===== config.mk =====
export PLATFORM = sky130hd
export DESIGN_NAME = puf_key_ctrl
export DESIGN_NICKNAME = d
export VERILOG_FILES = /design/src/rtl/puf_key_pkg.sv /design/src/rtl/puf_vote_acc.sv /design/src/rtl/puf_key_ctrl.sv
export SDC_FILE = /design/constraint.sdc
export NUM_CORES = 1
export LEC_CHECK = 0
export CAP_MARGIN = 20
export CELL_PAD_IN_SITES_DETAIL_PLACEMENT = 1
export CELL_PAD_IN_SITES_GLOBAL_PLACEMENT = 2
export CORE_MARGIN = 8
export CORE_UTILIZATION = 30
export DETAILED_ROUTE_END_ITERATION = 12
export PLACE_DENSITY_LB_ADDON = 0.08
export SETUP_SLACK_MARGIN = 0.2
export SLEW_MARGIN = 30
export SYNTH_ARGS = -nofsm -noshare
export SYNTH_HDL_FRONTEND = slang
export SYNTH_SLANG_ARGS = --single-unit

===== constraint.sdc =====
create_clock -name Clk -period 2.32 [get_ports Clk]
set_clock_uncertainty 0.2 [all_clocks]
set_input_delay 0.58 -clock Clk [delete_from_list [all_inputs] [get_ports Clk]]
set_output_delay 0.58 -clock Clk [all_outputs]
set_load 0.02 [all_outputs]

===== src/rtl/puf_key_pkg.sv =====
// Shared types and sizing helpers for the PUF key controller.
// The default sizing constants match the controller's default parameters.
package puf_key_pkg;

    typedef enum logic [2:0] {
        StIdle,
        StPre,
        StSettle,
        StSample,
        StDone,
        StStream
    } state_e;

    function automatic int unsigned clog2(input int unsigned v);
        int unsigned r;
        r = 0;
        for (int i = 0; i < 32; i++) begin
            if ((64'd1 << i) < 64'(v)) begin
                r = i + 1;
            end
        end
        return r;
    endfunction

    function automatic int unsigned nb_of(input int unsigned n_puf);
        return (n_puf + 7) / 8;
    endfunction

    function automatic int unsigned acc_w_of(input int unsigned n_eval);
        return clog2(n_eval + 1);
    endfunction

    localparam int unsigned N_PUF_DEF  = 16;
    localparam int unsigned N_EVAL_DEF = 5;
    localparam int unsigned NB         = nb_of(N_PUF_DEF);
    localparam int unsigned ACC_W      = acc_w_of(N_EVAL_DEF);

    // Wide enough for any legal CHAL_W; users slice the low bits.
    localparam logic [255:0] CHAL_RST    = '1;
    localparam logic         EXCITE_IDLE = 1'b1;

endpackage


===== src/rtl/puf_vote_acc.sv =====
// Per-bit vote accumulators; key and unanimity flags are derived
// combinationally from the running counts.
module puf_vote_acc
    import puf_key_pkg::*;
#(
    parameter int unsigned N_PUF  = 16,
    parameter int unsigned N_EVAL = 5
) (
    input  logic             clk,
    input  logic             rst_n,
    input  logic             clr,
    input  logic             add,
    input  logic [N_PUF-1:0] resp,
    output logic [N_PUF-1:0] key,
    output logic [N_PUF-1:0] unstable
);

    localparam int unsigned VOTE_W = acc_w_of(N_EVAL);
    localparam logic [VOTE_W-1:0] HALF = VOTE_W'(N_EVAL / 2);
    localparam logic [VOTE_W-1:0] FULL = VOTE_W'(N_EVAL);

    logic [VOTE_W-1:0] acc_q [N_PUF];

    always_ff @(posedge clk) begin
        if (!rst_n) begin
            for (int i = 0; i < N_PUF; i++) begin
                acc_q[i] <= '0;
            end
        end else if (clr) begin
            for (int i = 0; i < N_PUF; i++) begin
                acc_q[i] <= '0;
            end
        end else if (add) begin
            for (int i = 0; i < N_PUF; i++) begin
                acc_q[i] <= acc_q[i] + VOTE_W'(resp[i]);
            end
        end
    end

    always_comb begin
        key      = '0;
        unstable = '0;
        for (int i = 0; i < N_PUF; i++) begin
            key[i]      = acc_q[i] > HALF;
            unstable[i] = (acc_q[i] != '0) && (acc_q[i] != FULL);
        end
    end

endmodule


===== src/rtl/puf_key_ctrl.sv =====
// Arbiter-PUF key controller: excite sequencing, N_EVAL-fold majority vote,
// and byte-serial key streaming over a valid/ready handshake.
module puf_key_ctrl
    import puf_key_pkg::*;
#(
    parameter int unsigned N_PUF          = 16,
    parameter int unsigned CHAL_W         = 16,
    parameter int unsigned N_EVAL         = 5,
    parameter int unsigned EXCITE_LOW_CYC = 19,
    parameter int unsigned SETTLE_CYC     = 30
) (
    input  logic              Clk,
    input  logic              Rst_n,
    input  logic              Start,
    input  logic [CHAL_W-1:0] Chal_in,
    output logic [CHAL_W-1:0] Challenge,
    output logic              ExciteL,
    output logic              ExciteR,
    input  logic [N_PUF-1:0]  R_in,
    output logic              Busy,
    output logic [N_PUF-1:0]  Key_out,
    output logic [N_PUF-1:0]  Unstable,
    output logic              Key_valid,
    output logic [7:0]        Byte_out,
    output logic              Byte_valid,
    input  logic              Byte_ready
);

    localparam int unsigned NUM_BYTES = nb_of(N_PUF);
    localparam int unsigned CYC_MAX   =
        (EXCITE_LOW_CYC > SETTLE_CYC) ? EXCITE_LOW_CYC : SETTLE_CYC;
    localparam int unsigned CNT_W     = clog2(CYC_MAX + 1);
    localparam int unsigned IDX_W     = (NUM_BYTES > 1) ? clog2(NUM_BYTES) : 1;

    localparam logic [CNT_W-1:0] PRE_LAST  = CNT_W'(EXCITE_LOW_CYC - 1);
    localparam logic [CNT_W-1:0] SET_LAST  = CNT_W'(SETTLE_CYC - 1);
    localparam logic [3:0]       EVAL_LAST = 4'(N_EVAL - 1);
    localparam logic [IDX_W-1:0] IDX_LAST  = IDX_W'(NUM_BYTES - 1);

    state_e            state_q, state_d;
    logic [CNT_W-1:0]  cyc_q, cyc_d;
    logic [3:0]        eval_q, eval_d;
    logic [IDX_W-1:0]  idx_q, idx_d;
    logic [IDX_W-1:0]  idx_nxt;
    logic [CHAL_W-1:0] chal_q, chal_d;
    logic              excite_q, excite_d;
    logic [N_PUF-1:0]  key_q, key_d;
    logic [N_PUF-1:0]  unst_q, unst_d;
    logic              kv_q, kv_d;
    logic [7:0]        byte_q, byte_d;
    logic              bv_q, bv_d;

    logic              acc_clr, acc_add;
    logic [N_PUF-1:0]  vote_key, vote_unst;
    logic [NUM_BYTES*8-1:0] pad_key;
    logic [7:0]        first_byte;

    puf_vote_acc #(
        .N_PUF  (N_PUF),
        .N_EVAL (N_EVAL)
    ) u_vote (
        .clk      (Clk),
        .rst_n    (Rst_n),
        .clr      (acc_clr),
        .add      (acc_add),
        .resp     (R_in),
        .key      (vote_key),
        .unstable (vote_unst)
    );

    // Bits above N_PUF stream out as zero padding.
    always_comb begin
        pad_key = '0;
        pad_key[N_PUF-1:0] = key_q;
        first_byte = '0;
        for (int i = 0; i < 8; i++) begin
            if (i < N_PUF) begin
                first_byte[i] = vote_key[i];
            end
        end
    end

    assign idx_nxt = idx_q + 1'b1;

    always_comb begin
        state_d  = state_q;
        cyc_d    = cyc_q;
        eval_d   = eval_q;
        idx_d    = idx_q;
        chal_d   = chal_q;
        excite_d = excite_q;
        key_d    = key_q;
        unst_d   = unst_q;
        kv_d     = kv_q;
        byte_d   = byte_q;
        bv_d     = bv_q;
        acc_clr  = 1'b0;
        acc_add  = 1'b0;

        unique case (state_q)
            StIdle: begin
                if (Start) begin
                    chal_d   = Chal_in;
                    excite_d = 1'b0;
                    acc_clr  = 1'b1;
                    eval_d   = '0;
                    cyc_d    = '0;
                    kv_d     = 1'b0;
                    state_d  = StPre;
                end
            end
            StPre: begin
                if (cyc_q == PRE_LAST) begin
                    cyc_d    = '0;
                    excite_d = 1'b1;
                    state_d  = StSettle;
                end else begin
                    cyc_d = cyc_q + 1'b1;
                end
            end
            StSettle: begin
                if (cyc_q == SET_LAST) begin
                    cyc_d   = '0;
                    state_d = StSample;
                end else begin
                    cyc_d = cyc_q + 1'b1;
                end
            end
            StSample: begin
                acc_add = 1'b1;
                eval_d  = eval_q + 1'b1;
                if (eval_q == EVAL_LAST) begin
                    state_d = StDone;
                end else begin
                    excite_d = 1'b0;
                    state_d  = StPre;
                end
            end
            StDone: begin
                // Accumulators are final here; capture key and preload byte 0.
                key_d   = vote_key;
                unst_d  = vote_unst;
                kv_d    = 1'b1;
                byte_d  = first_byte;
                bv_d    = 1'b1;
                idx_d   = '0;
                state_d = StStream;
            end
            StStream: begin
                if (Byte_ready) begin
                    if (idx_q == IDX_LAST) begin
                        bv_d    = 1'b0;
                        state_d = StIdle;
                    end else begin
                        idx_d  = idx_nxt;
                        byte_d = pad_key[int'(idx_nxt) * 8 +: 8];
                    end
                end
            end
            default: begin
                state_d = StIdle;
            end
        endcase
    end

    always_ff @(posedge Clk) begin
        if (!Rst_n) begin
            state_q  <= StIdle;
            cyc_q    <= '0;
            eval_q   <= '0;
            idx_q    <= '0;
            chal_q   <= CHAL_RST[CHAL_W-1:0];
            excite_q <= EXCITE_IDLE;
            key_q    <= '0;
            unst_q   <= '0;
            kv_q     <= 1'b0;
            byte_q   <= '0;
            bv_q     <= 1'b0;
        end else begin
            state_q  <= state_d;
            cyc_q    <= cyc_d;
            eval_q   <= eval_d;
            idx_q    <= idx_d;
            chal_q   <= chal_d;
            excite_q <= excite_d;
            key_q    <= key_d;
            unst_q   <= unst_d;
            kv_q     <= kv_d;
            byte_q   <= byte_d;
            bv_q     <= bv_d;
        end
    end

    assign Challenge  = chal_q;
    assign ExciteL    = excite_q;
    assign ExciteR    = excite_q;
    assign Busy       = (state_q != StIdle);
    assign Key_out    = key_q;
    assign Unstable   = unst_q;
    assign Key_valid  = kv_q;
    assign Byte_out   = byte_q;
    assign Byte_valid = bv_q;

endmodule


# [Yosys cells after proc, flatten, opt, wreduce, memory -nomap -nowiden]
# Memories as Yosys holds them, arrays and structs flattened.
# Index checks and enable logic that the tools add are counted.
[op_classes] mux=70 order_cmp=16 bitwise_logic=32 eq_ne=31 shifts=1 addsub=19 n_reduce_logical=48
[ops] op="3-bit 2-to-1 mux" count=38
[ops] op="3-bit nonzero test" count=19
[ops] op="3-bit by 1-bit adder with 3-bit output" count=16
[ops] op="3-bit by 2-bit > comparator with 1-bit output (second input constant)" count=16
[ops] op="3-bit inequality test (second input constant)" count=16
[ops] op="1-bit bitwise OR" count=32
[ops] op="1-bit 2-to-1 mux" count=18
[ops] op="3-bit one-hot mux with 6 select lines" count=1
[ops] op="1-bit logical AND" count=16
[ops] op="8-bit 2-to-1 mux" count=2
[ops] op="8-bit one-hot mux with 2 select lines" count=1
[ops] op="16-bit by 5-bit variable part select with 8-bit output" count=1
[ops] op="5-bit 2-to-1 mux" count=3
[ops] op="5-bit one-hot mux with 3 select lines" count=1
[ops] op="2-bit inequality test (second input constant)" count=7
[ops] op="5-bit == test (second input constant)" count=2
[ops] op="2-bit AND reduction" count=5
[ops] op="4-bit one-hot mux with 2 select lines" count=1
[ops] op="3-bit by 2-bit == test with 1-bit output (second input constant)" count=2
[ops] op="3-bit == test (second input constant)" count=2
[ops] op="1-bit one-hot mux with 2 select lines" count=3
[ops] op="3-bit AND reduction" count=2
[ops] op="2-bit nonzero test" count=3
[ops] op="5-bit by 1-bit adder with 5-bit output (second input constant)" count=1
[ops] op="other kinds (9)" count=9
[totals] input_bits=36 ram_bits=48 n_memories=1 word_cells=229 output_inout_bits=61 regBits=72
[memory_table] name="u_vote.acc_q" words=16 width=3 rd=16 rd_ports_with_merged_regs=0 wr=16 line="puf_vote_acc.sv:22" source="logic [VOTE_W-1:0] acc_q [N_PUF];"

# [Longest topological paths before layout]
[logic_depth] ltp_word=7 ltp_mapped=6

# [Cells and area by module]
# Synthesis repeated with hierarchy kept, for this count alone.
[unflattened] cells_unflattened=577 hier_area_um2=5670.4
[by_module_without_submodules] mod="puf_key_ctrl" n_inst=1 area_per_inst_um2=2977.9 cells_each=371
[by_module_without_submodules] mod="puf_vote_acc" n_inst=1 area_per_inst_um2=2692.6 cells_each=206

# [Worst setup path before layout]
# Ideal clock, no wire load.
[synth_timing] path_kind="reg-to-reg" startpoint="register state_q[2]" endpoint="memory u_vote.acc_q[0][10] (netlist name) (enable)" setup_time_ps=381 arrival_ps=1743 period_less_slack_ps=2324 n_path_buf=2 required_time_ps=1739 path_slack_ps=-4 path_stages_with_launch=6 path_cell_list="dfxtp_1 -> or3_4 -> or2_1 -> buf_6 -> buf_6 -> nand3_1"
[synth_lines] item="from (decl)" line="puf_key_ctrl.sv:40" source="state_e state_q, state_d;"
[synth_lines] item="from (signal assigned)" line="puf_key_ctrl.sv:168" source="state_q <= StIdle;"
[synth_lines] item="from (signal assigned)" line="puf_key_ctrl.sv:180" source="state_q <= state_d;"
[synth_lines] item="to (decl)" line="puf_vote_acc.sv:22"

# [Worst setup path after layout]
[layout_timing] startpoint="register state_q[2]" endpoint="output Busy"
[layout_between] elab_chain_cells=1
[layout_rtl] item="3-bit nonzero test" line="puf_key_ctrl.sv:197" source="assign Busy = (state_q != StIdle);"
[layout_rtl] item="to (decl)" line="puf_key_ctrl.sv:20" source="output logic Busy,"
# Every way passes these cells.

==> impl_metrics.csv <==
group,metric,value,unit
pwr,power_density,715.4,nW/um^2
placement,port_buffers,96,
route,drtPass1Iterations,4,
route,drc,0,
layout,area_growth_syn_to_layout,32.84,%
grt,gr-total-overflow,0,
route,via_count,4253,
cts,clock-sinks,120,
layout,fillCellCount,2031,
layout,stdcell_count,892,
placement,place_area,6882,um^2
sta,timing.final.ws_setup,260.7,ps
logic_synthesis,yosysWarnings,0,
placement,dp_slack,-2.067,ps
cts,cts_buffers,17,
cts,tritoncts,"built",
die,num_io_pins,97,
outcome,status,"complete, no violations",
grt,grt_max_degree,33,
sta,fmax,485.6,MHz
placement,gp_congestion,0.6847,
sta,min_period,2059,ps
setup_path,cp-start-kind,"flip-flop",
setup_path,crit_type,"flip-flop to primary output",
pwr,irDropWorstVdd,0.5909,mV
cts,h-tree-depth,4,
cts,cts.path.max_buffers,2,
setup_path,crit_chain,"or3_4 -> clkbuf_2",
sta,tns,0,ps
placement,dp_hpwl,11.03,mm
cts,clkSlewWorstSetupHoldPaths,50,ps
layout,drive_gt1_share,9.502,%
layout,fin_area,7360,um^2
sta,slew-limit-headroom,72.51,%
setup_path,path_max_fanout,3,
pwr,power,5.265,mW
logic_synthesis,synthFlopType,"dfxtp_1",
layout,layout_common_cells,"dfxtp_1 (75), nor2_1 (62), dlygate4sd2_1 (60), nand2_1 (55), edfxtp_1 (45)",
logic_synthesis,avgSynthCellArea,10.24,um^2
setup_path,crit_buf_inv,1,
logic_synthesis,synth-edff-count,45,
grt,grt_pass1_wl,25.19,mm
die,fp.dieW,151.9,um
sta,min_period_over_period,88.76,%
logic_synthesis,async_reset_ff_share,0,%
layout,layout_commonest_cell,"dfxtp_1",
setup_path,cp.required,1540,ps
route,routed_via_density,4.768,
run,drv_cap,0,
route,drt_iter0_drc,216,
pwr,p_leak,3.253,nW
die,rows,49,
route,wirelength,15.20,mm
die,die-area,23070,um^2
placement,place_inst,860,
sta,maxSlewViolCount,0,
sta,rsz0062_at_grt,"no",
sta,setup_viol,0,
logic_synthesis,syn-num-nets,614,
layout,post-route-util,40.83,%
setup_path,critPathMaxStageDelay,390,ps
route,wl_per_cell,17.04,um
logic_synthesis,synth_area,5540,um^2
route,ant_nets,0,
setup_path,cp_slowest_cell,"or3_4",
logic_synthesis,synth-seq-area-share,51.49,%
grt,grt_pass1_vias,4706,
grt,antenna_found_initial,0,
logic_synthesis,synth-seq-cells,120,
die,initial_core_util,30.74,%
setup_path,arrival,1280,ps
setup_path,end_kind,"primary output",
layout,nets,723,
grt,grt_use_total,13.47,%
logic_synthesis,synth_cell_types,44,
sta,final_hold_viol_count,0,
sta,worst_pin_slew,412.4,ps
cts,clk_latency,410,ps
layout,antennaDiodeCount,0,
sta,whs,264.4,ps
logic_synthesis,synthCells,541,
die,die_h,151.9,um
die,fp.coreArea,18020,um^2
cts,clockRootBuffer,"clkbuf_16",
worst_hold_path,min_path_type,"flip-flop to flip-flop",
setup_path,crit_family,"simple AND/OR/NAND/NOR gates",
[sequential cells by signal (all words and copies together) (netlist names)]
signal,cells
Byte_valid,1
state_q,3
Key_out,16
cyc_q,5
ExciteL,1
idx_q,1
Unstable,16
u_vote.acc_q,48
Byte_out,8
eval_q,4
Challenge,16
Key_valid,1
[report_power, final]
part,switching (mW),internal [mW],leakage (nW)
registers,0.0622,2.26,1.10
clock network,0.939,1.60,0.271
logic,0.217,0.186,1.88
total,1.22,4.05,3.25
[final timing paths]
| check | cells past startpoint | startpoint | slack [ps] | endpoint |
|---|---|---|---|---|
| hold / removal | 2 | Challenge[4]$_SDFFE_PN1P_ | 260 | Challenge[4]$_SDFFE_PN1P_ |
| setup reg to reg | 6 | cyc_q[0]$_SDFFE_PN0P_ | 400 | cyc_q[4]$_SDFFE_PN0P_ |
| setup / recovery | 2 | state_q[2]$_SDFFE_PN0P_ | 260 | Busy |
| hold reg to reg | 2 | Challenge[4]$_SDFFE_PN1P_ | 260 | Challenge[4]$_SDFFE_PN1P_ |
[worst min-delay path: stages (launching register included)]
cell	delay (ps)
dfxtp_1	320
nand2_1	50
nand3_1	60
[synth_stat cells, types with 2 or more instances]
| master | instances | area (um^2) |
|---|---|---|
| a211oi_1 | 15 | 112.6 |
| a21boi_0 | 2 | 15.01 |
| a21oi_1 | 17 | 85.08 |
| a2bb2oi_1 | 2 | 17.52 |
| a31oi_1 | 4 | 25.02 |
| and3_1 | 30 | 187.7 |
| buf_2 | 7 | 35.03 |
| buf_6 | 4 | 45.04 |
| clkbuf_1 | 21 | 78.83 |
| dfxtp_1 | 75 | 1501 |
| edfxtp_1 | 45 | 1351 |
| ha_1 | 37 | 462.9 |
| inv_1 | 7 | 26.28 |
| mux2i_1 | 25 | 250.2 |
| nand2_1 | 55 | 206.5 |
| nand2b_1 | 3 | 18.77 |
| nand3_1 | 27 | 135.1 |
| nand3b_1 | 5 | 37.54 |
| nor2_1 | 62 | 232.7 |
| nor2b_1 | 4 | 25.02 |
| nor3_1 | 24 | 120.1 |
| o21ai_0 | 15 | 75.07 |
| o21ai_1 | 3 | 15.01 |
| xnor2_1 | 15 | 131.4 |
| xor2_1 | 18 | 157.7 |
[cell type report]
class,instances,area [um^2],area share (%)
sequential,120,2853,38.76
clock buffer,23,457.9,6.222
timing repair buffer,123,1141,15.50
inverter,7,26.28,0.3570
clock inverter,9,100.1,1.360
multi-input combinational,381,2495,33.90
tap,229,286.5,3.893
[what timing repair did]
item,CTS,global route
gates resized for setup,61,2
setup endpoints to repair,61,1
hold buffers,0,0
setup buffers,0,0
[cell families (layout without fill, tap and decap cells)]
family	after synthesis	after routing	share of synthesized area, %
compound gates	67	67	8.085
xor+xnor	33	33	5.217
fa+ha+maj	37	37	8.356
buf+inv	40	162	3.478
flops	120	120	51.49
mux	25	25	4.517
simple gates	219	219	18.86
[per-layer routing]
metal / vias up / track usage (%) / part of all wire (%) / routed length [um]
li1: 2121 / - / - / -
met3: 19 / 3.641 / 3.9 / 593
met2: 69 / 22.79 / 48 / 7351
met1: 2044 / 16.07 / 46 / 7025
met5: - / 0 / 0 / 0
met4: 0 / 4.856 / 1.5 / 227
(Power assumes the default switching activity.)
